File: config.mk
export PLATFORM = sky130hd
export DESIGN_NAME = png_chunk_pack
export DESIGN_NICKNAME = d
export VERILOG_FILES = /design/src/rtl/png_chunk_pack.sv
export SDC_FILE = /design/constraint.sdc
export NUM_CORES = 1
export LEC_CHECK = 0
export CAP_MARGIN = 30
export CORE_ASPECT_RATIO = 0.6
export CORE_MARGIN = 2
export CORE_UTILIZATION = 44
export DETAILED_ROUTE_END_ITERATION = 8
export GPL_TIMING_DRIVEN = 0
export PLACE_DENSITY_LB_ADDON = 0.12
export SLEW_MARGIN = 40
export SYNTH_ARGS = -nofsm -noshare
export SYNTH_HDL_FRONTEND = slang
export SYNTH_SLANG_ARGS = --single-unit
File: constraint.sdc
create_clock -name clk -period 2.35 [get_ports clk]
set_clock_uncertainty 0.05 [all_clocks]
set_input_delay 0.3525 -clock clk [delete_from_list [all_inputs] [get_ports clk]]
set_output_delay 0.3525 -clock clk [all_outputs]
set_load 0.02 [all_outputs]
File: src/rtl/png_chunk_pack.sv
// PNG chunk serializer: emits length, type, data and CRC words, feeding type+data to an external crc32 engine.
// All stream and CRC-feed outputs are registered; the data path has no output backpressure.
module png_chunk_pack (
   input  logic        clk,
   input  logic        rstn,
   input  logic        start_i,
   input  logic [30:0] len_i,
   input  logic [31:0] typ_i,
   output logic        rdy_o,
   input  logic        val_i,
   input  logic [31:0] dat_i,
   output logic        crc_start_o,
   output logic        crc_val_o,
   output logic [31:0] crc_dat_o,
   output logic        crc_lst_o,
   input  logic        crc_done_i,
   input  logic [31:0] crc_dat_i,
   output logic        val_o,
   output logic [31:0] dat_o,
   output logic        lst_o,
   output logic        busy_o
);

   localparam int DATA_WD = 32;
   localparam int LEN_WD  = 31;
   localparam int CNT_WD  = LEN_WD - 2;

   typedef enum logic [2:0] {
      S_IDLE, S_LEN, S_TYP, S_DAT, S_WCRC, S_CRC
   } state_t;

   state_t              state_q;
   logic [CNT_WD-1:0]   cnt_q;
   logic [DATA_WD-1:0]  typ_q;
   logic [DATA_WD-1:0]  dat_q;
   logic [DATA_WD-1:0]  crc_dat_q;
   logic                val_q, lst_q, rdy_q, busy_q;
   logic                crc_start_q, crc_val_q, crc_lst_q;

   // Each state names the word visible on the outputs while it is current,
   // so every transition also loads the registered outputs for the next state.
   always_ff @(posedge clk or negedge rstn) begin
      if (!rstn) begin
         state_q     <= S_IDLE;
         cnt_q       <= '0;
         typ_q       <= '0;
         dat_q       <= '0;
         crc_dat_q   <= '0;
         val_q       <= 1'b0;
         lst_q       <= 1'b0;
         rdy_q       <= 1'b0;
         busy_q      <= 1'b0;
         crc_start_q <= 1'b0;
         crc_val_q   <= 1'b0;
         crc_lst_q   <= 1'b0;
      end else begin
         val_q       <= 1'b0;
         lst_q       <= 1'b0;
         crc_start_q <= 1'b0;
         crc_val_q   <= 1'b0;
         crc_lst_q   <= 1'b0;
         case (state_q)
            S_IDLE: begin
               if (start_i) begin
                  state_q <= S_LEN;
                  cnt_q   <= len_i[LEN_WD-1:2];
                  typ_q   <= typ_i;
                  val_q   <= 1'b1;
                  dat_q   <= {1'b0, len_i};
                  busy_q  <= 1'b1;
               end
            end
            S_LEN: begin
               state_q     <= S_TYP;
               val_q       <= 1'b1;
               dat_q       <= typ_q;
               crc_start_q <= 1'b1;
               crc_val_q   <= 1'b1;
               crc_dat_q   <= typ_q;
               crc_lst_q   <= (cnt_q == '0);
            end
            S_TYP: begin
               if (cnt_q == '0) begin
                  state_q <= S_WCRC;
               end else begin
                  state_q <= S_DAT;
                  rdy_q   <= 1'b1;
               end
            end
            S_DAT: begin
               if (val_i) begin
                  val_q     <= 1'b1;
                  dat_q     <= dat_i;
                  crc_val_q <= 1'b1;
                  crc_dat_q <= dat_i;
                  cnt_q     <= cnt_q - 1'b1;
                  if (cnt_q == CNT_WD'(1)) begin
                     crc_lst_q <= 1'b1;
                     rdy_q     <= 1'b0;
                     state_q   <= S_WCRC;
                  end
               end
            end
            S_WCRC: begin
               // dat_q doubles as the latched CRC for the final word
               if (crc_done_i) begin
                  state_q <= S_CRC;
                  val_q   <= 1'b1;
                  lst_q   <= 1'b1;
                  dat_q   <= crc_dat_i;
               end
            end
            S_CRC: begin
               state_q <= S_IDLE;
               busy_q  <= 1'b0;
            end
            default: state_q <= S_IDLE;
         endcase
      end
   end

   assign rdy_o       = rdy_q;
   assign val_o       = val_q;
   assign dat_o       = dat_q;
   assign lst_o       = lst_q;
   assign busy_o      = busy_q;
   assign crc_start_o = crc_start_q;
   assign crc_val_o   = crc_val_q;
   assign crc_dat_o   = crc_dat_q;
   assign crc_lst_o   = crc_lst_q;

endmodule

Yosys cells after proc, flatten, opt, wreduce, memory -nomap -nowiden --
Cells that the tools add are included.
Word-level totals: register bits after elaboration 135, bits of input ports 132, output and inout bits 71, logic and storage cells 68
Cells by class: $add $sub $neg 1, equality and inequality tests 11, muxes and demuxes 30, reduce and logical (&&, ||, !) cells 14
Operator list (number):
- $pmux 32 s4 | 1
- $mux 32 | 3
- $pmux 32 s2 | 1
- $mux 29 | 2
- $pmux 29 s2 | 1
- $eq 29x1->1 const B | 1
- $logic_not 29->1 | 1
- $sub 29x1->29 const B | 1
- $mux 3 | 5
- $pmux 3 s5 | 1
- $reduce_and 4->1 | 3
- $mux 1 | 11
- $ne 2x2->1 const B | 5
- $pmux 1 s2 | 4
- $reduce_bool 2->1 | 4
- $eq 3x2->1 const B | 2
- $eq 3x3->1 const B | 2
- $reduce_and 2->1 | 3
- $pmux 1 s4 | 1
- $reduce_bool 4->1 | 1
- $eq 3x1->1 const B | 1
- $logic_not 3->1 | 1
- $reduce_and 3->1 | 1

Logic depth before layout (Yosys ltp) --
Gate-level depths: netlist (run 1).
depth in word-level cells 4, depth in mapped cells 8, depth with buffers taken out 6

Least setup slack after synthesis (run 1) --
Ideal clock, no wire load.
path kind register -> register, from reg cnt_q[0], to reg cnt_q[18], setup time 69 ps, data arrival time 2318 ps, data required time 2231 ps, slack -87 ps, cell stages (with the launch flop) 7, buffers on the path 0, period minus slack after synthesis 2437 ps, cell sequence dfrtp_1 > inv_1 > ha_1 > or4b_2 > or4_4 > or4b_1 > nand3_1
Between the ends: cells in the longest elaborated chain, start to end 3
Ends and longest elaborated chain:
- start: declaration | RTL line 33 | logic [CNT_WD-1:0] cnt_q;
- start signal: assignment | RTL line 66 | cnt_q <= len_i[LEN_WD-1:2];
- start signal: assignment | RTL line 96 | cnt_q <= cnt_q - 1'b1;
- $sub 29x1->29 | RTL line 96
- $mux 29 | RTL line 91 | if (val_i) begin
- $pmux 29 s2 | RTL line 62 | case (state_q)
No other way between the ends. The select of a mux whose other input is x is not followed. A chain may end at the register's enable or synchronous reset.

Worst setup path after layout (run 1) --
from reg cnt_q[18], to reg cnt_q[22]
Same word-level chain as after synthesis.

==> metrics.txt, run 1 <==
# TYPE chip_impl_metric gauge
chip_impl_metric{name="synth.yosys.warnings",unit=""} 0
chip_impl_info{name="yosys.area.top_type",value="sky130_fd_sc_hd__dfrtp_1"} 1
chip_impl_info{name="timing.critical_path.from",value="cnt_q[18]"} 1
chip_impl_metric{name="yosysSeqAreaShare",unit=""} 0.481
chip_impl_metric{name="antenna-diode-count",unit=""} 0
chip_impl_metric{name="dpl_cell_area",unit="um^2"} 9350
chip_impl_metric{name="final_cell_count_no_fill",unit=""} 1228
chip_impl_metric{name="finalPower",unit="mW"} 9.99
chip_impl_metric{name="worst_ep_required_time",unit="ps"} 2650
chip_impl_info{name="hold_path_end",value="typ_q[20]"} 1
chip_impl_metric{name="timing.critical_path.arrival",unit="ps"} 2640
chip_impl_metric{name="r2r_cells",unit=""} 5
chip_impl_metric{name="worst_slew_margin_rel",unit=""} 0.478
chip_impl_info{name="min-delay-start",value="typ_i[20]"} 1
chip_impl_metric{name="die_y",unit="um"} 102
chip_impl_metric{name="number_of_cells_in_the_design_after_placement",unit=""} 1189
chip_impl_metric{name="setup_violations",unit=""} 0
chip_impl_metric{name="tns",unit="ps"} 0
chip_impl_info{name="ys_top_cells_by_area",value="sky130_fd_sc_hd__dfrtp_1 48%, sky130_fd_sc_hd__nand2_1 9.7%, sky130_fd_sc_hd__mux2i_1 9.0%, sky130_fd_sc_hd__o21ai_0 5.0%, sky130_fd_sc_hd__nor2_1 3.0%"} 1
chip_impl_metric{name="min_period",unit="ps"} 2350
chip_impl_metric{name="drt-wirelength-per-cell",unit="um"} 21.6
chip_impl_metric{name="timing.final.hold_violations",unit=""} 0
chip_impl_metric{name="global_route.usage.met3",unit=""} 0.112
chip_impl_metric{name="start_util",unit=""} 0.454
chip_impl_metric{name="netlist.area_leader.share",unit=""} 0.481
chip_impl_metric{name="crit_path_max_fanout",unit=""} 8
chip_impl_metric{name="cts.htree.levels",unit=""} 4
chip_impl_metric{name="place_congestion",unit=""} 0.961
chip_impl_metric{name="remaining_number_of_nets_flagged_by_the_antenna_check_after_routing",unit=""} 0
chip_impl_metric{name="cts.reportedPaths.clkPinSlew",unit="ps"} 70
chip_impl_info{name="status",value="completed"} 1
chip_impl_metric{name="ctsLongestPathBuffers",unit=""} 2
chip_impl_metric{name="drt_first_pass_iters",unit=""} 5
chip_impl_metric{name="fp.dieW",unit="um"} 167
chip_impl_metric{name="max_slew.worst_pin.slew",unit="ps"} 775
chip_impl_metric{name="cap_viol_max_count",unit=""} 0
chip_impl_metric{name="peakVddDrop",unit="V"} 0.000471
chip_impl_metric{name="postSynthNetCount",unit=""} 918
chip_impl_metric{name="core_area",unit="um^2"} 15500
chip_impl_metric{name="fillers",unit=""} 1319
chip_impl_metric{name="design.portCount",unit=""} 203
chip_impl_metric{name="port_buffers",unit=""} 202
chip_impl_metric{name="vias",unit=""} 7303
chip_impl_metric{name="tritoncts_num_sinks",unit=""} 135
chip_impl_metric{name="yosys_register_bits",unit=""} 135
chip_impl_metric{name="globalRoute.totalOverflow",unit=""} 0
chip_impl_metric{name="min_delay_path_depth",unit=""} 3
chip_impl_metric{name="p_per_area",unit="nW/um^2"} 984
chip_impl_metric{name="pre_cts_slack",unit="ps"} -611
chip_impl_metric{name="clk-insertion-delay-late",unit="ps"} 420
chip_impl_metric{name="groute.usage.overall",unit=""} 0.317
chip_impl_metric{name="final_design_area_no_fill",unit="um^2"} 10100
chip_impl_metric{name="cts_buffers",unit=""} 17
chip_impl_info{name="rr_endpoint",value="cnt_q[22]"} 1
chip_impl_info{name="grt_peak_use_layer",value="met1"} 1
chip_impl_metric{name="worst_hold_slack",unit="ps"} 405
chip_impl_metric{name="number_of_antenna_violations_at_the_first_check_in_global_routing",unit=""} 1
chip_impl_metric{name="multi_input_comb_area",unit="um^2"} 3460
chip_impl_metric{name="drcViolationCount",unit=""} 0
chip_impl_metric{name="leakagePower",unit="nW"} 4.45
chip_impl_metric{name="global_route.usage.met1",unit=""} 0.467
chip_impl_info{name="start_kind",value="flip-flop"} 1
chip_impl_metric{name="netlist_instances",unit=""} 783
chip_impl_metric{name="number_of_enable_type_register_cells_in_the_synthesized_netlist",unit=""} 0
chip_impl_metric{name="r2r_setup_slack",unit="ps"} 2
chip_impl_metric{name="viasPerCell",unit=""} 5.95
chip_impl_info{name="timing.setup.critical_path_class",value="flip-flop to flip-flop"} 1
chip_impl_info{name="worstReg2RegStart",value="cnt_q[18]"} 1
chip_impl_metric{name="seqCellArea",unit="um^2"} 3380
chip_impl_metric{name="drive_gt1_frac",unit=""} 0.107
chip_impl_metric{name="flow.area_growth_from_synthesis",unit="%"} 44.5
chip_impl_metric{name="avgSynthCellArea",unit="um^2"} 8.97
chip_impl_metric{name="min_period_over_period",unit=""} 0.999
chip_impl_info{name="top_flip_flop_cell_by_instance_count_after_synthesis",value="sky130_fd_sc_hd__dfrtp_1"} 1
chip_impl_metric{name="grt_pass1_wl",unit="um"} 40300
chip_impl_metric{name="drv_slew",unit=""} 0
chip_impl_info{name="cts_tree",value="done"} 1
chip_impl_info{name="hold_path.class",value="input port to flip-flop"} 1
chip_impl_metric{name="totalWireLength",unit="um"} 26600
chip_impl_metric{name="largest_net_degree_at_the_start_of_global_routing",unit=""} 73
chip_impl_metric{name="die-area",unit="um^2"} 17000
chip_impl_metric{name="final_util",unit=""} 0.656
chip_impl_info{name="clock-root-buffer",value="sky130_fd_sc_hd__clkbuf_16"} 1
chip_impl_metric{name="drtIter0Drc",unit=""} 797
chip_impl_info{name="kind_of_capture_point_of_the_worst_setup_path",value="flip-flop"} 1
chip_impl_metric{name="postLayoutSetupSlackWorst",unit="ps"} 2.01
chip_impl_metric{name="first_global_vias",unit=""} 6867
chip_impl_metric{name="fmaxAchievable",unit="MHz"} 426
chip_impl_metric{name="layout.nets",unit=""} 1147
chip_impl_metric{name="yosys_cell_types",unit=""} 55
chip_impl_metric{name="gr-usage-met2",unit=""} 0.441
chip_impl_metric{name="detailed_place_hpwl",unit="um"} 19600
chip_impl_metric{name="syn_area",unit="um^2"} 7020
chip_impl_metric{name="rows",unit=""} 35
chip_impl_metric{name="synthArstFlopShare",unit=""} 1.00
chip_impl_info{name="rsz0062_at_grt",value="true"} 1
[how the worst max path moves through the flow]
stage,endpoint,slack (ps),cells after the start
4_1_cts,cnt_q[21],-20,6
5_1_grt,cnt_q[21],-40,5
2_1_floorplan,cnt_q[18],50,5
6_report,cnt_q[22],2,5
3_3_place_gp,cnt_q[15],-4700,1
3_5_place_dp,cnt_q[24],-610,8
[per-layer routing]
layer  vias to the layer above  part of all wire
met1                      3515              0.45
met5                         -           0.00049
li1                       3272                 -
met4                         2             0.017
met3                        38              0.13
met2                       476              0.41
[worst max-delay path: stages (launching register included)]
cell                       delay, ps
sky130_fd_sc_hd__dfrtp_1         350
sky130_fd_sc_hd__clkbuf_1        190
sky130_fd_sc_hd__or4_1           720
sky130_fd_sc_hd__or2_2           360
sky130_fd_sc_hd__or4b_1          510
sky130_fd_sc_hd__nand3_1         100
[placed cells by master, fill, tap and decap left out, drive strengths merged, types with 13 or more instances in the layout]
cell | synthesis | final
o221ai | 18 | 18
nor2 | 57 | 57
nor4 | 13 | 13
clkdlybuf4s50 | 0 | 201
dfrtp | 135 | 135
a221oi | 15 | 15
inv | 13 | 20
mux2i | 63 | 63
a21oi | 33 | 33
nand2 | 182 | 182
clkbuf | 48 | 60
buf | 13 | 27
o21ai | 70 | 70
[sequential cells by signal, summed over array words and instances, names as in the netlist]
name	cells
crc_val_o	1
state_q	3
rdy_o	1
typ_q	32
dat_o	32
crc_dat_o	32
crc_lst_o	1
busy_o	1
val_o	1
crc_start_o	1
lst_o	1
cnt_q	29
[kinds of logic (layout without fill, tap and decap cells)]
| logic type | count (synthesis) | after routing | synth area share |
|---|---|---|---|
| compound gates | 188 | 188 | 0.174 |
| fa+ha+maj | 3 | 3 | 0.00535 |
| buf+inv | 74 | 316 | 0.0408 |
| flops | 135 | 135 | 0.481 |
| mux | 64 | 64 | 0.0914 |
| simple gates | 319 | 319 | 0.207 |
[cell type report]
type | count | area share
clock inverter | 14 | 0.0136
inverter | 13 | 0.00481
clock buffer | 18 | 0.0433
timing repair buffer | 214 | 0.211
sequential | 135 | 0.333
multi-input combinational | 574 | 0.341
buffer | 57 | 0.0285
tap | 203 | 0.0250
[power breakdown]
part | total (mW) | switching [mW] | internal (mW)
clock | 2.67 | 1.16 | 1.51
sequential | 3.75 | 0.679 | 3.07
combinational | 3.57 | 1.95 | 1.62
total | 9.99 | 3.78 | 6.20
[what timing repair did]
item / 4_1_cts / 5_1_grt
hold buffers: 1 / 0
endpoints found under the hold margin: 63 / 0
buffers inserted: 6 / 4
gates resized for setup: 40 / 37
pin swaps: 3 / 3
endpoints found under the setup margin: 123 / 127
[synth_stat cells, types with 9 or more instances]
master / count
sky130_fd_sc_hd__a21oi_1: 33
sky130_fd_sc_hd__a221oi_1: 15
sky130_fd_sc_hd__clkbuf_1: 48
sky130_fd_sc_hd__dfrtp_1: 135
sky130_fd_sc_hd__inv_1: 12
sky130_fd_sc_hd__mux2i_1: 63
sky130_fd_sc_hd__nand2_1: 182
sky130_fd_sc_hd__nor2_1: 57
sky130_fd_sc_hd__nor4_1: 11
sky130_fd_sc_hd__o21ai_0: 70
sky130_fd_sc_hd__o221ai_1: 18
sky130_fd_sc_hd__o2bb2ai_1: 9
Note: power is estimated with default switching activity, not from simulation.
==> inputs of run 2 (changes only) <==
--- a/config.mk
+++ b/config.mk
@@ -5,10 +5,12 @@
 export SDC_FILE = /design/constraint.sdc
 export NUM_CORES = 1
 export LEC_CHECK = 0
-export CAP_MARGIN = 30
+export ABC_AREA = 1
+export CAP_MARGIN = 20
 export CORE_ASPECT_RATIO = 0.6
 export CORE_MARGIN = 2
 export CORE_UTILIZATION = 44
+export CTS_CLUSTER_SIZE = 8
 export DETAILED_ROUTE_END_ITERATION = 8
 export GPL_TIMING_DRIVEN = 0
 export PLACE_DENSITY_LB_ADDON = 0.12
==> metrics.txt, run 2 <==
# TYPE chip_impl_metric gauge
chip_impl_metric{name="cts.reportedPaths.clkPinSlew",unit="ps"} 70
chip_impl_metric{name="groute.usage.overall",unit=""} 0.309
chip_impl_metric{name="fmaxAchievable",unit="MHz"} 463
chip_impl_info{name="worst_path_most_repeated_cell",value="sky130_fd_sc_hd__nand2_1"} 1
chip_impl_metric{name="largest_net_degree_at_the_start_of_global_routing",unit=""} 73
chip_impl_metric{name="port_buffers",unit=""} 202
chip_impl_metric{name="max_slew.worst_pin.slew",unit="ps"} 700
chip_impl_info{name="top_flip_flop_cell_by_instance_count_after_synthesis",value="sky130_fd_sc_hd__dfrtp_1"} 1
chip_impl_metric{name="yosysSeqAreaShare",unit=""} 0.456
chip_impl_metric{name="fp.dieW",unit="um"} 172
chip_impl_info{name="start_kind",value="flip-flop"} 1
chip_impl_metric{name="drv_slew",unit=""} 0
chip_impl_metric{name="detailed_place_hpwl",unit="um"} 20600
chip_impl_metric{name="start_util",unit=""} 0.453
chip_impl_metric{name="min_period_over_period",unit=""} 0.919
chip_impl_info{name="rsz0062_at_grt",value="false"} 1
chip_impl_metric{name="antenna-diode-count",unit=""} 0
chip_impl_metric{name="drive_gt1_frac",unit=""} 0.101
chip_impl_metric{name="die-area",unit="um^2"} 17900
chip_impl_info{name="yosys.area.top_type",value="sky130_fd_sc_hd__dfrtp_1"} 1
chip_impl_metric{name="worst_ep_required_time",unit="ps"} 2610
chip_impl_metric{name="final_util",unit=""} 0.632
chip_impl_metric{name="grt_pass1_wl",unit="um"} 41400
chip_impl_metric{name="flow.area_growth_from_synthesis",unit="%"} 39.5
chip_impl_metric{name="place_congestion",unit=""} 0.939
chip_impl_metric{name="vias",unit=""} 7691
chip_impl_metric{name="ctsLongestPathBuffers",unit=""} 2
chip_impl_metric{name="cts_buffers",unit=""} 17
chip_impl_metric{name="drt-wirelength-per-cell",unit="um"} 18.8
chip_impl_info{name="critical_path.cell_chain",value="inv_1 > ha_1 > inv_1 > nor2_1 > nand3_1 > nand2_1 > nand3_1 > nand2_1 > nand2_1"} 1
chip_impl_metric{name="postSynthNetCount",unit=""} 1122
chip_impl_info{name="slowest_stage",value="sky130_fd_sc_hd__nor2_1"} 1
chip_impl_metric{name="postLayoutSetupSlackWorst",unit="ps"} 190
chip_impl_metric{name="first_global_vias",unit=""} 7389
chip_impl_metric{name="final_cell_count_no_fill",unit=""} 1451
chip_impl_metric{name="viasPerCell",unit=""} 5.30
chip_impl_info{name="clock-root-buffer",value="sky130_fd_sc_hd__clkbuf_16"} 1
chip_impl_metric{name="p_per_area",unit="nW/um^2"} 1520
chip_impl_metric{name="remaining_number_of_nets_flagged_by_the_antenna_check_after_routing",unit=""} 0
chip_impl_metric{name="peakVddDrop",unit="V"} 0.000704
chip_impl_metric{name="synthArstFlopShare",unit=""} 1.00
chip_impl_metric{name="timing.final.hold_violations",unit=""} 0
chip_impl_info{name="cts_tree",value="done"} 1
chip_impl_info{name="most_used_cells_in_the_layout_excluding_fill_and_tap_cells",value="302 x sky130_fd_sc_hd__nand2_1, 201 x sky130_fd_sc_hd__clkdlybuf4s50_1, 163 x sky130_fd_sc_hd__nor2_1, 135 x sky130_fd_sc_hd__dfrtp_1, 91 x sky130_fd_sc_hd__inv_1"} 1
chip_impl_metric{name="setup_violations",unit=""} 0
chip_impl_metric{name="worst_slew_margin_rel",unit=""} 0.533
chip_impl_metric{name="avgSynthCellArea",unit="um^2"} 7.50
chip_impl_metric{name="crit_buf_inv",unit=""} 2
chip_impl_metric{name="cts.htree.levels",unit=""} 4
chip_impl_metric{name="yosys_register_bits",unit=""} 135
chip_impl_metric{name="fillers",unit=""} 1469
chip_impl_metric{name="tritoncts_num_sinks",unit=""} 135
chip_impl_metric{name="syn_area",unit="um^2"} 7410
chip_impl_metric{name="multi_input_comb_area",unit="um^2"} 3390
chip_impl_info{name="post-synth-top-count-cell",value="sky130_fd_sc_hd__nand2_1"} 1
chip_impl_metric{name="seqCellArea",unit="um^2"} 3380
chip_impl_info{name="critical-path-top-delay-family",value="simple AND/OR/NAND/NOR gates"} 1
chip_impl_info{name="hold_path.class",value="input port to async pin"} 1
chip_impl_metric{name="layout.nets",unit=""} 1345
chip_impl_metric{name="tns",unit="ps"} 0
chip_impl_metric{name="netlist.area_leader.share",unit=""} 0.456
chip_impl_metric{name="number_of_antenna_violations_at_the_first_check_in_global_routing",unit=""} 0
chip_impl_metric{name="number_of_enable_type_register_cells_in_the_synthesized_netlist",unit=""} 0
chip_impl_metric{name="max_stage_delay",unit="ps"} 480
chip_impl_metric{name="cts.repair.resized",unit=""} 0
chip_impl_metric{name="cap_viol_max_count",unit=""} 0
chip_impl_metric{name="synth.yosys.warnings",unit=""} 0
chip_impl_metric{name="globalRoute.totalOverflow",unit=""} 0
chip_impl_metric{name="netlist_instances",unit=""} 987
chip_impl_info{name="kind_of_capture_point_of_the_worst_setup_path",value="flip-flop"} 1
chip_impl_metric{name="drcViolationCount",unit=""} 0
chip_impl_metric{name="cts_setup_buffers",unit=""} 0
chip_impl_metric{name="core_area",unit="um^2"} 16400
chip_impl_metric{name="die_y",unit="um"} 105
chip_impl_metric{name="min_period",unit="ps"} 2160
chip_impl_metric{name="totalWireLength",unit="um"} 27300
chip_impl_metric{name="number_of_buffers_added_to_fix_hold_violations_after_cts",unit=""} 1
chip_impl_metric{name="timing.critical_path.arrival",unit="ps"} 2430
chip_impl_metric{name="pre_cts_slack",unit="ps"} 231
chip_impl_metric{name="design.portCount",unit=""} 203
chip_impl_metric{name="crit_path_max_fanout",unit=""} 7
chip_impl_metric{name="yosys_cell_types",unit=""} 34
chip_impl_metric{name="leakagePower",unit="nW"} 4.82
chip_impl_info{name="status",value="completed"} 1
chip_impl_info{name="final_common_cell",value="sky130_fd_sc_hd__nand2_1"} 1
chip_impl_metric{name="drtIter0Drc",unit=""} 665
chip_impl_metric{name="rows",unit=""} 36
chip_impl_info{name="ys_top_cells_by_area",value="sky130_fd_sc_hd__dfrtp_1 46%, sky130_fd_sc_hd__nand2_1 15%, sky130_fd_sc_hd__nor2_1 8.3%, sky130_fd_sc_hd__inv_1 4.6%, sky130_fd_sc_hd__mux2_2 4.6%"} 1
chip_impl_info{name="synthTopCellsByCount",value="302 x sky130_fd_sc_hd__nand2_1, 163 x sky130_fd_sc_hd__nor2_1, 135 x sky130_fd_sc_hd__dfrtp_1"} 1
chip_impl_metric{name="drt_first_pass_iters",unit=""} 6
chip_impl_metric{name="clk-insertion-delay-late",unit="ps"} 420
chip_impl_info{name="timing.setup.critical_path_class",value="flip-flop to flip-flop"} 1
chip_impl_metric{name="number_of_cells_in_the_design_after_placement",unit=""} 1418
## run 2: cell types whose count changed after synthesis, sizes merged, moves of 41 or more
| cell | before | now |
|---|---|---|
| mux2i | 63 | 1 |
| clkbuf | 48 | 5 |
| inv | 13 | 97 |
| nand2 | 182 | 304 |
| nor2 | 57 | 171 |
| a31oi | 4 | 45 |
## run 2: cell families after synthesis
group | synth area share
multiplexers | 0.0470
AO/OA/AOI/OAI | 0.101
adder cells (fa/ha/maj) | 0.00507
AND/OR/NAND/NOR | 0.299
flip-flops | 0.456
buffers and inverters | 0.0865
XOR/XNOR | 0.00591
## run 2: final timing paths
| check | start | to | slack [ps] | cells past startpoint |
|---|---|---|---|---|
| min in group clk | dat_o[24] | dat_o[24] | 440 | 2 |
| hold / removal | rstn | cnt_q[22] | 430 | 2 |
| setup reg to reg | cnt_q[0] | cnt_q[22] | 190 | 9 |
| hold reg to reg | dat_o[24] | dat_o[24] | 440 | 2 |
| max in group asynchronous | rstn | typ_q[6] | 1060 | 3 |
| setup / recovery | cnt_q[0] | cnt_q[22] | 190 | 9 |
## run 2: where the power goes
part | internal (mW) | total (mW) | switching [mW]
registers | 3.52 | 4.48 | 0.954
clock network | 1.57 | 2.70 | 1.14
logic | 3.33 | 8.55 | 5.22
total | 8.42 | 15.7 | 7.31
## run 2: cell type report
| cell class | instances | share of cell area |
|---|---|---|
| tap | 228 | 0.0276 |
| inverter | 97 | 0.0352 |
| clock buffer | 18 | 0.0415 |
| buffer | 44 | 0.0268 |
| multi-input combinational | 711 | 0.328 |
| clock inverter | 14 | 0.0143 |
| timing repair buffer | 204 | 0.200 |
| sequential | 135 | 0.327 |
## run 2: worst register-to-register path: cells and delay by family, from the launching register on
family / cells / cell delay (ps)
flops: 1 / 410
simple gates: 6 / 970
buf+inv: 2 / 290
fa+ha+maj: 1 / 340
## run 2: stage by stage
step | instance area (um^2) | hold WS (ps) | power (mW)
6_report | 10300 | 428 | 15.7
4_1_cts | 10300 | 426 | 15.6
3_3_place_gp | 9710 | 411 | 12.7
3_5_place_dp | 9750 | 296 | 12.9
2_1_floorplan | 7410 | 6.91 | 9.53
5_1_grt | 10300 | 442 | 16.7
## run 2: metal layers
metal | vias to the layer above | global-route usage | wire, um
met5 | - | 0 | 0
met4 | 0 | 0.0902 | 507
met3 | 40 | 0.0647 | 3010
met2 | 433 | 0.439 | 11200
met1 | 3613 | 0.471 | 12600
li1 | 3605 | - | -
==> inputs of run 3 (changes only) <==
--- a/config.mk
+++ b/config.mk
@@ -13,8 +13,9 @@
 export CTS_CLUSTER_SIZE = 8
 export DETAILED_ROUTE_END_ITERATION = 8
 export GPL_TIMING_DRIVEN = 0
+export HOLD_SLACK_MARGIN = 0.02
 export PLACE_DENSITY_LB_ADDON = 0.12
-export SLEW_MARGIN = 40
+export SLEW_MARGIN = 20
 export SYNTH_ARGS = -nofsm -noshare
 export SYNTH_HDL_FRONTEND = slang
 export SYNTH_SLANG_ARGS = --single-unit
==> metrics.txt, run 3 (same netlist as run 2, synthesis figures left out) <==
# TYPE chip_impl_metric gauge
chip_impl_info{name="start_kind",value="flip-flop"} 1
chip_impl_metric{name="r2r_cells",unit=""} 9
chip_impl_metric{name="total_switching_power",unit="mW"} 7.29
chip_impl_info{name="timing.setup.critical_path_class",value="flip-flop to flip-flop"} 1
chip_impl_info{name="critPathCapture",value="cnt_q[22]"} 1
chip_impl_metric{name="first_global_vias",unit=""} 7235
chip_impl_metric{name="power.clock.fraction",unit=""} 0.178
chip_impl_metric{name="dpl_cell_area",unit="um^2"} 9750
chip_impl_metric{name="layout.nets",unit=""} 1345
chip_impl_metric{name="crit_buf_inv",unit=""} 2
chip_impl_metric{name="max_stage_delay",unit="ps"} 500
chip_impl_metric{name="grt_pass1_wl",unit="um"} 40700
chip_impl_metric{name="fp.dieW",unit="um"} 172
chip_impl_metric{name="die-area",unit="um^2"} 17900
chip_impl_metric{name="rows",unit=""} 36
chip_impl_info{name="timing.critical_path.from",value="cnt_q[0]"} 1
chip_impl_metric{name="remaining_number_of_nets_flagged_by_the_antenna_check_after_routing",unit=""} 0
chip_impl_metric{name="power.switching_fraction",unit=""} 0.461
chip_impl_metric{name="drt-wirelength-per-cell",unit="um"} 18.6
chip_impl_info{name="cts_tree",value="done"} 1
chip_impl_metric{name="crit_path_max_fanout",unit=""} 7
chip_impl_metric{name="final_util",unit=""} 0.634
chip_impl_metric{name="p_int",unit="mW"} 8.54
chip_impl_info{name="critical_path.cell_chain",value="inv_1 > ha_1 > inv_1 > nor2_1 > nand3_1 > nand2_1 > nand3_1 > nand2_1 > nand2_1"} 1
chip_impl_metric{name="drv_slew",unit=""} 0
chip_impl_info{name="clock-root-buffer",value="sky130_fd_sc_hd__clkbuf_16"} 1
chip_impl_info{name="slowest_stage",value="sky130_fd_sc_hd__nor2_1"} 1
chip_impl_metric{name="cts.htree.levels",unit=""} 4
chip_impl_metric{name="start_util",unit=""} 0.453
chip_impl_metric{name="port_buffers",unit=""} 202
chip_impl_info{name="most_used_cells_in_the_layout_excluding_fill_and_tap_cells",value="302 x sky130_fd_sc_hd__nand2_1, 201 x sky130_fd_sc_hd__clkdlybuf4s50_1, 163 x sky130_fd_sc_hd__nor2_1, 135 x sky130_fd_sc_hd__dfrtp_1, 91 x sky130_fd_sc_hd__inv_1"} 1
chip_impl_metric{name="core_area",unit="um^2"} 16400
chip_impl_metric{name="worst_slew_margin_rel",unit=""} 0.553
chip_impl_info{name="rsz0062_at_grt",value="false"} 1
chip_impl_metric{name="antenna-diode-count",unit=""} 0
chip_impl_info{name="rr_endpoint",value="cnt_q[22]"} 1
chip_impl_metric{name="place_congestion",unit=""} 0.939
chip_impl_info{name="worstReg2RegStart",value="cnt_q[0]"} 1
chip_impl_metric{name="fillers",unit=""} 1484
chip_impl_metric{name="drcViolationCount",unit=""} 0
chip_impl_info{name="critical-path-top-delay-family",value="simple AND/OR/NAND/NOR gates"} 1
chip_impl_metric{name="cts_buffers",unit=""} 17
chip_impl_metric{name="largest_net_degree_at_the_start_of_global_routing",unit=""} 83
chip_impl_info{name="hold_path.class",value="input port to async pin"} 1
chip_impl_metric{name="multi_input_comb_area",unit="um^2"} 3390
chip_impl_metric{name="number_of_antenna_violations_at_the_first_check_in_global_routing",unit=""} 0
chip_impl_metric{name="design.portCount",unit=""} 203
chip_impl_metric{name="seqCellArea",unit="um^2"} 3380
chip_impl_metric{name="cts_setup_buffers",unit=""} 0
chip_impl_info{name="final_common_cell",value="sky130_fd_sc_hd__nand2_1"} 1
chip_impl_metric{name="viasPerCell",unit=""} 5.28
chip_impl_metric{name="drive_gt1_frac",unit=""} 0.0998
chip_impl_metric{name="vias",unit=""} 7665
chip_impl_info{name="status",value="completed"} 1
chip_impl_metric{name="cts.reportedPaths.clkPinSlew",unit="ps"} 70
chip_impl_metric{name="setup_violations",unit=""} 0
chip_impl_metric{name="max_slew.worst_pin.slew",unit="ps"} 671
chip_impl_metric{name="groute.usage.overall",unit=""} 0.306
chip_impl_metric{name="tritoncts_num_sinks",unit=""} 135
chip_impl_metric{name="drt_first_pass_iters",unit=""} 5
chip_impl_metric{name="cp.depth",unit=""} 9
chip_impl_metric{name="detailed_place_hpwl",unit="um"} 20500
chip_impl_info{name="worst_path_most_repeated_cell",value="sky130_fd_sc_hd__nand2_1"} 1
chip_impl_metric{name="r2r_setup_slack",unit="ps"} 180
chip_impl_metric{name="globalRoute.totalOverflow",unit=""} 0
chip_impl_metric{name="die_y",unit="um"} 105
chip_impl_metric{name="clk-insertion-delay-late",unit="ps"} 430
chip_impl_metric{name="min_period",unit="ps"} 2170
chip_impl_metric{name="flow.area_growth_from_synthesis",unit="%"} 39.9
chip_impl_metric{name="final_design_area_no_fill",unit="um^2"} 10400
chip_impl_metric{name="timing.critical_path.arrival",unit="ps"} 2440
chip_impl_info{name="kind_of_capture_point_of_the_worst_setup_path",value="flip-flop"} 1
chip_impl_metric{name="ctsLongestPathBuffers",unit=""} 2
chip_impl_metric{name="peakVddDrop",unit="V"} 0.000740
chip_impl_metric{name="worst_ep_required_time",unit="ps"} 2620
chip_impl_metric{name="power.share.combinational",unit=""} 0.539
chip_impl_metric{name="min_period_over_period",unit=""} 0.924
chip_impl_metric{name="cts.repair.resized",unit=""} 0
chip_impl_metric{name="timing.final.hold_violations",unit=""} 0
chip_impl_metric{name="totalWireLength",unit="um"} 27000
chip_impl_metric{name="cap_viol_max_count",unit=""} 0
chip_impl_metric{name="power.share.sequential",unit=""} 0.283
chip_impl_metric{name="number_of_buffers_added_to_fix_hold_violations_after_cts",unit=""} 1
chip_impl_metric{name="p_per_area",unit="nW/um^2"} 1530
chip_impl_metric{name="fmaxAchievable",unit="MHz"} 461
chip_impl_metric{name="leakagePower",unit="nW"} 4.83
chip_impl_metric{name="drtIter0Drc",unit=""} 674
-- run 3: cell count changes in the layout (fill, tap and decap cells not counted), sizes merged --
cell	change
bufinv	+1
clkbuf	+1
clkinvlp	-2
-- run 3: area by class of cell --
cell class / count / area share
plain buffers: 44 / 0.0267
flip-flops and latches: 135 / 0.326
clock buffers: 19 / 0.0418
multi-input cells: 711 / 0.327
repair buffers: 204 / 0.199
well taps: 228 / 0.0275
inverters: 97 / 0.0351
clock inverters: 13 / 0.0164
-- run 3: worst min-delay path by stage --
stage                          from        end  slack [ps]  depth (start not counted)
after floorplan                rstn     busy_o           7                          0
after global placement    dat_o[15]  dat_o[15]         410                          2
after detailed placement       rstn  dat_o[22]         260                          1
after CTS                      rstn  crc_val_o         420                          2
after global routing           rstn  cnt_q[22]         440                          2
final                          rstn  cnt_q[22]         390                          2
-- run 3: worst reg2reg max path, delay by kind of cell, from the launching register on --
kind | cells | cell delay (ps)
AND/OR/NAND/NOR | 6 | 990
buffers and inverters | 2 | 280
adder cells (fa/ha/maj) | 1 | 360
flip-flops | 1 | 400
-- run 3: per-layer routing --
| metal | part of all wire | track usage | vias up | wire length, um |
|---|---|---|---|---|
| met1 | 0.46 | 0.467 | 3617 | 12600 |
| met3 | 0.11 | 0.0677 | 29 | 2910 |
| met5 | 0 | 0 | - | 0 |
| li1 | - | - | 3608 | - |
| met4 | 0.014 | 0.0726 | 0 | 378 |
| met2 | 0.41 | 0.438 | 411 | 11200 |
-- run 3: power groups by stage --
stage / clock, mW / combinational [mW] / sequential [mW]
5_1_grt: 2.91 / 9.31 / 4.60
3_3_place_gp: 0 / 8.29 / 4.44
3_5_place_dp: 0 / 8.42 / 4.47
2_1_floorplan: 0 / 4.59 / 4.94
6_report: 2.82 / 8.53 / 4.48
4_1_cts: 2.81 / 8.45 / 4.45
-- run 3: metrics by stage --
stage / power (mW) / worst slack [ps] / hold slack [ps] / instances / TNS [ps]
after global routing: 16.8 / 61.6 / 437 / 1451 / 0
after global placement: 12.7 / -4840 / 411 / 1417 / -651010
after CTS: 15.7 / 247 / 415 / 1451 / 0
after floorplan: 9.53 / 776 / 6.91 / 987 / 0
after detailed placement: 12.9 / 252 / 261 / 1418 / 0
final: 15.8 / 179 / 393 / 1451 / 0
